<file path="src/rtl/pong_game_ctrl.sv">
// Pong game sequencer: serve countdown, scoring, game-over detection and paddle motion.
// All outputs are registered; the serve button is edge-detected against its previous value.
module pong_game_ctrl #(
    parameter int MAX_SCORE   = 5,
    parameter int SERVE_DELAY = 60,
    parameter int BAR_LENGTH  = 180,
    parameter int BAR_SPEED   = 4,
    parameter int BAR_INIT    = 145,
    parameter int D_HEIGHT    = 470
) (
    input  logic        in_clock,
    input  logic        in_reset,
    input  logic        in_ani_stb,
    input  logic        in_serve,
    input  logic        in_left_up,
    input  logic        in_left_down,
    input  logic        in_right_up,
    input  logic        in_right_down,
    input  logic        in_left_score,
    input  logic        in_right_score,
    output logic        out_start,
    output logic        out_animate,
    output logic        out_ball_reset,
    output logic [11:0] out_leftbar_top,
    output logic [11:0] out_rightbar_top,
    output logic [3:0]  out_left_points,
    output logic [3:0]  out_right_points,
    output logic [2:0]  out_state,
    output logic [1:0]  out_winner
);
    localparam int          CNT_W    = $clog2(SERVE_DELAY + 1);
    localparam logic [11:0] BAR_MAX  = 12'(D_HEIGHT - BAR_LENGTH);
    localparam logic [11:0] BAR_RST  = 12'(BAR_INIT);
    localparam logic [11:0] SPEED    = 12'(BAR_SPEED);
    localparam logic [3:0]  MAX_PTS  = 4'(MAX_SCORE);

    typedef enum logic [2:0] {
        IDLE  = 3'd0,
        SERVE = 3'd1,
        PLAY  = 3'd2,
        POINT = 3'd3,
        OVER  = 3'd4
    } state_t;

    state_t             state_q, state_d;
    logic [CNT_W-1:0]   cnt_q, cnt_d;
    logic [3:0]         lpts_q, lpts_d, rpts_q, rpts_d;
    logic [1:0]         winner_q, winner_d;
    logic [11:0]        lbar_q, lbar_d, rbar_q, rbar_d;
    logic               start_q, start_d;
    logic               animate_q, animate_d;
    logic               ball_reset_q, ball_reset_d;
    logic               serve_prev_q;
    logic               serve_edge;
    logic [3:0]         l_next, r_next;

    // Up xor down moves the bar; the down sum is one bit wider so it cannot wrap.
    function automatic logic [11:0] move_bar(input logic [11:0] top,
                                             input logic up, input logic down);
        logic [12:0] sum;
        sum      = {1'b0, top} + {1'b0, SPEED};
        move_bar = top;
        if (up && !down)
            move_bar = (top < SPEED) ? 12'd0 : top - SPEED;
        else if (down && !up)
            move_bar = (sum > {1'b0, BAR_MAX}) ? BAR_MAX : sum[11:0];
    endfunction

    always_comb begin
        serve_edge   = in_serve & ~serve_prev_q;
        state_d      = state_q;
        cnt_d        = cnt_q;
        lpts_d       = lpts_q;
        rpts_d       = rpts_q;
        winner_d     = winner_q;
        lbar_d       = lbar_q;
        rbar_d       = rbar_q;
        start_d      = 1'b0;
        ball_reset_d = 1'b0;
        l_next = (in_left_score  && lpts_q < MAX_PTS) ? lpts_q + 4'd1 : lpts_q;
        r_next = (in_right_score && rpts_q < MAX_PTS) ? rpts_q + 4'd1 : rpts_q;

        if (in_ani_stb && state_q != OVER) begin
            lbar_d = move_bar(lbar_q, in_left_up, in_left_down);
            rbar_d = move_bar(rbar_q, in_right_up, in_right_down);
        end

        case (state_q)
            IDLE: begin
                if (serve_edge) begin
                    state_d = SERVE;
                    cnt_d   = '0;
                end
            end
            SERVE: begin
                if (in_ani_stb) begin
                    if (cnt_q == CNT_W'(SERVE_DELAY - 1)) begin
                        state_d = PLAY;
                        cnt_d   = '0;
                        start_d = 1'b1;
                    end else begin
                        cnt_d = cnt_q + CNT_W'(1);
                    end
                end
            end
            PLAY: begin
                lpts_d = l_next;
                rpts_d = r_next;
                if (l_next == MAX_PTS || r_next == MAX_PTS) begin
                    state_d  = OVER;
                    winner_d = {r_next == MAX_PTS, l_next == MAX_PTS};
                end else if (in_left_score || in_right_score) begin
                    state_d = POINT;
                end
            end
            POINT: begin
                if (serve_edge) begin
                    state_d = SERVE;
                    cnt_d   = '0;
                end
            end
            OVER: begin
                if (serve_edge) begin
                    state_d      = SERVE;
                    cnt_d        = '0;
                    lpts_d       = '0;
                    rpts_d       = '0;
                    winner_d     = '0;
                    lbar_d       = BAR_RST;
                    rbar_d       = BAR_RST;
                    ball_reset_d = 1'b1;
                end
            end
            default: state_d = IDLE;
        endcase

        animate_d = (state_d == PLAY);
    end

    always_ff @(posedge in_clock) begin
        if (in_reset) begin
            state_q      <= IDLE;
            cnt_q        <= '0;
            lpts_q       <= '0;
            rpts_q       <= '0;
            winner_q     <= '0;
            lbar_q       <= BAR_RST;
            rbar_q       <= BAR_RST;
            start_q      <= 1'b0;
            animate_q    <= 1'b0;
            ball_reset_q <= 1'b1;
            serve_prev_q <= 1'b1;
        end else begin
            state_q      <= state_d;
            cnt_q        <= cnt_d;
            lpts_q       <= lpts_d;
            rpts_q       <= rpts_d;
            winner_q     <= winner_d;
            lbar_q       <= lbar_d;
            rbar_q       <= rbar_d;
            start_q      <= start_d;
            animate_q    <= animate_d;
            ball_reset_q <= ball_reset_d;
            serve_prev_q <= in_serve;
        end
    end

    assign out_start        = start_q;
    assign out_animate      = animate_q;
    assign out_ball_reset   = ball_reset_q;
    assign out_leftbar_top  = lbar_q;
    assign out_rightbar_top = rbar_q;
    assign out_left_points  = lpts_q;
    assign out_right_points = rpts_q;
    assign out_state        = state_q;
    assign out_winner       = winner_q;
endmodule

</file>
<file path="config.mk">
export PLATFORM = sky130hd
export DESIGN_NAME = pong_game_ctrl
export DESIGN_NICKNAME = d
export VERILOG_FILES = /design/src/rtl/pong_game_ctrl.sv
export SDC_FILE = /design/constraint.sdc
export NUM_CORES = 1
export LEC_CHECK = 0
export BUFFER_PORTS_ARGS = -buffer_cell sky130_fd_sc_hd__clkbuf_2
export CELL_PAD_IN_SITES_DETAIL_PLACEMENT = 1
export CELL_PAD_IN_SITES_GLOBAL_PLACEMENT = 2
export CORE_MARGIN = 4
export CORE_UTILIZATION = 36
export DETAILED_ROUTE_END_ITERATION = 6
export GPL_TIMING_DRIVEN = 0
export HOLD_SLACK_MARGIN = 0.05
export PLACE_DENSITY_LB_ADDON = 0.15
export SYNTH_ARGS = -nofsm -noshare
export SYNTH_HDL_FRONTEND = slang
export SYNTH_SLANG_ARGS = --single-unit
</file>
<file path="constraint.sdc">
create_clock -name in_clock -period 5.4 [get_ports in_clock]
set_input_delay 0.81 -clock in_clock [delete_from_list [all_inputs] [get_ports in_clock]]
set_output_delay 0.81 -clock in_clock [all_outputs]
set_load 0.005 [all_outputs]
</file>
== After elaboration in Yosys (flattened, before gate mapping) ==
Cells that the tools add are included.

* Add/subtract/negate cells: 7
* Multiply operators: 0
* Div/mod/pow operators: 0
* Magnitude comparators: 6
* Equal/unequal tests: 13
* Shift-type cells: 0
* Multiplexer cells: 35
* Bitwise gates (word level): 4
* Reduce and logical (&&, ||, !) cells: 21

{| class="wikitable"
|+ Operators by type and width
! operator !! number
|-
| 12-bit two-way mux || 14
|-
| 12-bit by 3-bit adder with 13-bit output (second input constant) || 2
|-
| 13-bit by 9-bit greater-than comparator with 1-bit output (second input constant) || 2
|-
| 12-bit by 3-bit < comparator with 1-bit output (second input constant) || 2
|-
| 12-bit by 3-bit subtractor with 12-bit output (second input constant) || 2
|-
| 6-bit two-way mux || 3
|-
| 4-bit case mux with 2 select lines || 2
|-
| 3-bit two-way mux || 5
|-
| 4-bit two-way mux || 3
|-
| 6-bit case mux with 2 select lines || 1
|-
| 3-bit by 2-bit equality test with 1-bit output (second input constant) || 3
|-
| 3-bit case mux with 3 select lines || 1
|-
| 4-bit by 1-bit adder with 4-bit output (second input constant) || 2
|-
| 4-bit by 3-bit equality test with 1-bit output (second input constant) || 2
|-
| 4-bit by 3-bit < comparator with 1-bit output (second input constant) || 2
|-
| 1-bit logical AND || 7
|-
| 6-bit by 1-bit adder with 6-bit output (second input constant) || 1
|-
| 6-bit equality test (second input constant) || 1
|-
| 2-bit inequality test (second input constant) || 3
|-
| 3-bit AND reduction || 2
|-
| 3-bit OR reduction || 2
|-
| 1-bit logical NOT || 4
|-
| 2-bit two-way mux || 2
|-
| 2-bit case mux with 2 select lines || 1
|-
| other kinds (11) || 17
|}

* Flip-flop bits (word level): 47
* Bits in latches: 0
* Bits in writable memories: 0
* Memory bits (read-only): 0
* Input port bits: 10
* Output and inout port bits: 40
* Logic and storage cells: 97
* Memories: 0

== Longest topological paths before layout ==
* Depth in word-level cells: 8
* Gate-level depth with buffers: 9
* Depth with buffers taken out: 8

== Worst setup path before layout ==
No wires, ideal clock.

* Path kind: register -> register
* Start point: reg lbar_q[2] (netlist: out_leftbar_top[2])
* End point: reg lbar_q[3] (netlist: out_leftbar_top[3])
* Library setup time: 0.103 ns
* Arrival: 2.089 ns
* Data required time: 5.297 ns
* Setup slack: 3.207 ns
* Cell stages (with the launch flop): 9
* Path through: dfxtp_1 inv_1 ha_1 or3b_1 a21oi_1 o2111ai_1 a21oi_2 nor2_1 a2111oi_2

* Cells in the longest elaborated chain, start to end: 8

{| class="wikitable"
|+ RTL lines
! item !! line !! RTL
|-
| start, declared || 49 || <nowiki>logic [11:0] lbar_q, lbar_d, rbar_q, rbar_d;</nowiki>
|-
| start signal, assigned || 159 || <nowiki>lbar_q <= lbar_d;</nowiki>
|-
| 12-bit by 3-bit adder with 13-bit output || 61 || <nowiki>sum = {1'b0, top} + {1'b0, SPEED};</nowiki>
|-
| 13-bit by 9-bit greater-than comparator with 1-bit output || 66 || <nowiki>move_bar = (sum > {1'b0, BAR_MAX}) ? BAR_MAX : sum[11:0];</nowiki>
|-
| 12-bit two-way mux || 66 ||
|-
| 12-bit two-way mux || 65 || <nowiki>else if (down && !up)</nowiki>
|-
| 12-bit two-way mux (*) || 63 || <nowiki>if (up && !down)</nowiki>
|-
| 12-bit two-way mux (*) || 83 || <nowiki>if (in_ani_stb && state_q != OVER) begin</nowiki>
|-
| 12-bit two-way mux || 123 || <nowiki>if (serve_edge) begin</nowiki>
|-
| 12-bit two-way mux (*) || 88 || <nowiki>case (state_q)</nowiki>
|}

Mark *: on every way between the ends. The rest lies on a longest branch, timed or not.
A chain may end at the register's enable or synchronous reset.

== Worst setup path after layout ==
Ends and elaborated chain as after synthesis.

==> results_dict.tcl <==
set metrics [dict create \
    status "complete, no violations" \
    required_ps 5610 \
    firstDrtPassIters 4 \
    cts-root-buf "clkbuf_8" \
    dr.first_iter.drc_count 113 \
    cellLeakagePower_nw 1.49 \
    cp_top_family "compound AO/OA/AOI/OAI gates" \
    cts_resized 0 \
    crit_fanout 10 \
    fp.dieW_um 105 \
    antennaDiodeCount 0 \
    final_cell_count_no_fill 612 \
    synth-seq-cells 47 \
    worst_pin_slew_ps 727 \
    grt_pass1_wl_um 18100 \
    ys.flop_type "dfxtp_1" \
    hold_class "register to register" \
    drt-total-wl_um 10900 \
    drive_gt1_share_pct 17.2 \
    relSlewSlack_pct 51.1 \
    dieArea_mm2 0.0110 \
    overflow 0 \
    io_buffers 47 \
    crit_cells 8 \
    area_delta_synth_final_pct 13.7 \
    ys_warn_count 0 \
    routedWlPerCell_um 17.8 \
    first_global_vias 3516 \
    cts_setup_buffers 0 \
    r2r_cells 8 \
    clkLatencyLatePin_ps 310 \
    htree_num_levels 2 \
    drc 0 \
    syn_area_mm2 0.00339 \
    synth_fa_ha_area_share_pct 4.06 \
    fin_crit_sh_pct 49.3 \
    vias 3552 \
    via_per_inst 5.80 \
    cts.sinks 47 \
    critical_path.slowest_cell "dfxtp_1" \
    ant_nets 0 \
    max_freq_ghz 0.376 \
    final_cell_mix "clkbuf_2, dfxtp_1, nor2_1, nand2_1, a21oi_1" \
    power.density_mw_per_mm2 196 \
    gp_congestion 0.834 \
    fin_skew_ps 9.39 \
    syn_avg_cell_area_um2 7.60 \
    dp_cells 604 \
    crit_chain "inv_1 -> ha_1 -> or3b_1 -> a21oi_1 -> o2111ai_1 -> a21oi_2 -> nor2_1 -> a2111oi_2" \
    synth_fp_nets 467 \
    cts_max_path_buffers 2 \
    slew_viol_final 0 \
    rsz0062_at_grt "false" \
    synth-simple-area-share_pct 30.6 \
    pin_count 50 \
    nets 521 \
    min_period_ps 2660 \
    grt_use_total_pct 20.0 \
    critPathKind "register to register" \
    critical_path_buf_inv_count 1 \
    multiInputGateArea_mm2 0.00225 \
    clk_pin_slew_ps 100 \
    start_util_pct 36.8 \
    irDropWorstVdd_v 0.000105 \
    p_total_mw 0.755 \
    start_kind "register" \
    cpPeakStageDelay_ps 560 \
    holdPathStages 2 \
    cts_tree "built" \
    setup_viol 0 \
    synth_edf_count 0 \
    ys_async_sr_fraction_pct 0 \
    synth_cell_types 76 \
    ys_seq_area_share_pct 27.8 \
    numCtsBuffers 5 \
    layout_commonest_cell "clkbuf_2" \
    hpwl_um 8250 \
    postSynthCellCount 446 \
    antenna_found_initial 0 \
    synth_xor_xnor_area_share_pct 3.62 \
    synthMuxAreaShare_pct 2.73 \
    core_mm2 0.00920 \
    cts_hold_buffers 0 \
    grt_max_degree 16 \
    timing_hold_violations_final 0 \
    drv_cap 0 \
    tns_ps 0 \
    synth_top_family_by_area "simple AND/OR/NAND/NOR gates" \
    arrival_ps 2870 \
    n_fill_cell 1185 \
    die_h_um 105 \
    seq_area_um2 941 \
    synth_compound_area_share_pct 25.4 \
    num_rows 35 \
    crit_path_end_kind "register" \
]
==> state kept, by name, indices dropped and copies added (netlist names) <==
signal / count
out_rightbar_top: 12
out_leftbar_top: 12
out_left_points: 4
out_winner: 2
cnt_q: 6
serve_prev_q: 1
out_right_points: 4
out_ball_reset: 1
out_animate: 1
out_start: 1
out_state: 3
==> cell type report <==
type                       instances  area share [%]
buffer                            25            3.02
sequential                        47            24.4
multi-input combinational        353            58.5
clock buffer                       6            1.88
tap                              111            3.61
inverter                          21            2.05
timing repair buffer              47            6.11
clock inverter                     2           0.422
==> worst reg2reg max path, delay by kind of cell (launching register included) <==
family | cells | cell delay (ps)
flip-flops | 1 | 560
adder cells (fa/ha/maj) | 1 | 340
AND/OR/NAND/NOR | 2 | 520
AO/OA/AOI/OAI | 4 | 1010
buffers and inverters | 1 | 130
==> metrics by stage <==
stage | setup WS, ps | area (um^2) | hold WS (ps) | util, %
floorplan | 3210 | 3390 | 460 | -
global placement | 2780 | 3760 | 468 | 40.9
detailed placement | 2730 | 3760 | 484 | 40.9
CTS | 2690 | 3850 | 500 | 41.9
global route | 2550 | 3850 | 520 | 41.9
finish | 2740 | 3850 | 496 | 41.9
==> Yosys cell counts (5+ instances only) <==
cell type / count / area, um^2
inv_1: 20 / 75.1
nand2_1: 40 / 150
clkbuf_1: 13 / 48.8
nand4_1: 7 / 43.8
dfxtp_1: 47 / 941
a31oi_1: 7 / 43.8
xor2_1: 8 / 70.1
xnor2_1: 6 / 52.6
nand3b_1: 5 / 37.5
nand2b_1: 9 / 56.3
a22oi_1: 5 / 37.5
and3_1: 8 / 50.1
and3b_1: 5 / 43.8
nor2_1: 44 / 165
mux2i_1: 7 / 70.1
nand3_1: 20 / 100
nor3_1: 13 / 65.1
o21ai_0: 27 / 135
a21oi_1: 28 / 140
buf_2: 8 / 40.0
nor4_1: 7 / 43.8
nor2b_1: 9 / 56.3
o22ai_1: 5 / 31.3
ha_1: 11 / 138
==> routing by layer <==
layer | global-route usage (%) | share of wire (%) | up-vias
met5 | 0 | 0 | -
met4 | 4.78 | 1.2 | 0
met3 | 2.78 | 2.9 | 14
met2 | 33.1 | 47 | 61
met1 | 27.3 | 49 | 1734
li1 | - | - | 1743
==> where the power goes <==
part / internal, mW / leakage, nW / switching [mW]
logic: 0.0544 / 1.07 / 0.0964
clock network: 0.0935 / 0.0418 / 0.138
registers: 0.357 / 0.382 / 0.0152
total: 0.505 / 1.49 / 0.250
==> path summary, 6_finish.rpt <==
path | slack, ps | to | start
max | 2740 | out_leftbar_top[3]$_SDFF_PP0_ | out_leftbar_top[2]$_SDFF_PP0_
min | 500 | out_winner[1]$_SDFFE_PP0P_ | out_winner[1]$_SDFFE_PP0P_
max reg2reg | 2740 | out_leftbar_top[3]$_SDFF_PP0_ | out_leftbar_top[2]$_SDFF_PP0_
min reg2reg | 500 | out_winner[1]$_SDFFE_PP0P_ | out_winner[1]$_SDFFE_PP0P_
==> cell families (layout without fill, tap and decap cells) <==
group,Yosys count,after routing
xor gates and xnor gates,14,14
buffers and inverters,46,101
and+or+nand+nor,194,194
AOI/OAI and AO/OA,125,125
DFF,47,47
muxes,9,9
adders and majority gates,11,11
Note: power is estimated with default switching activity, not from simulation.
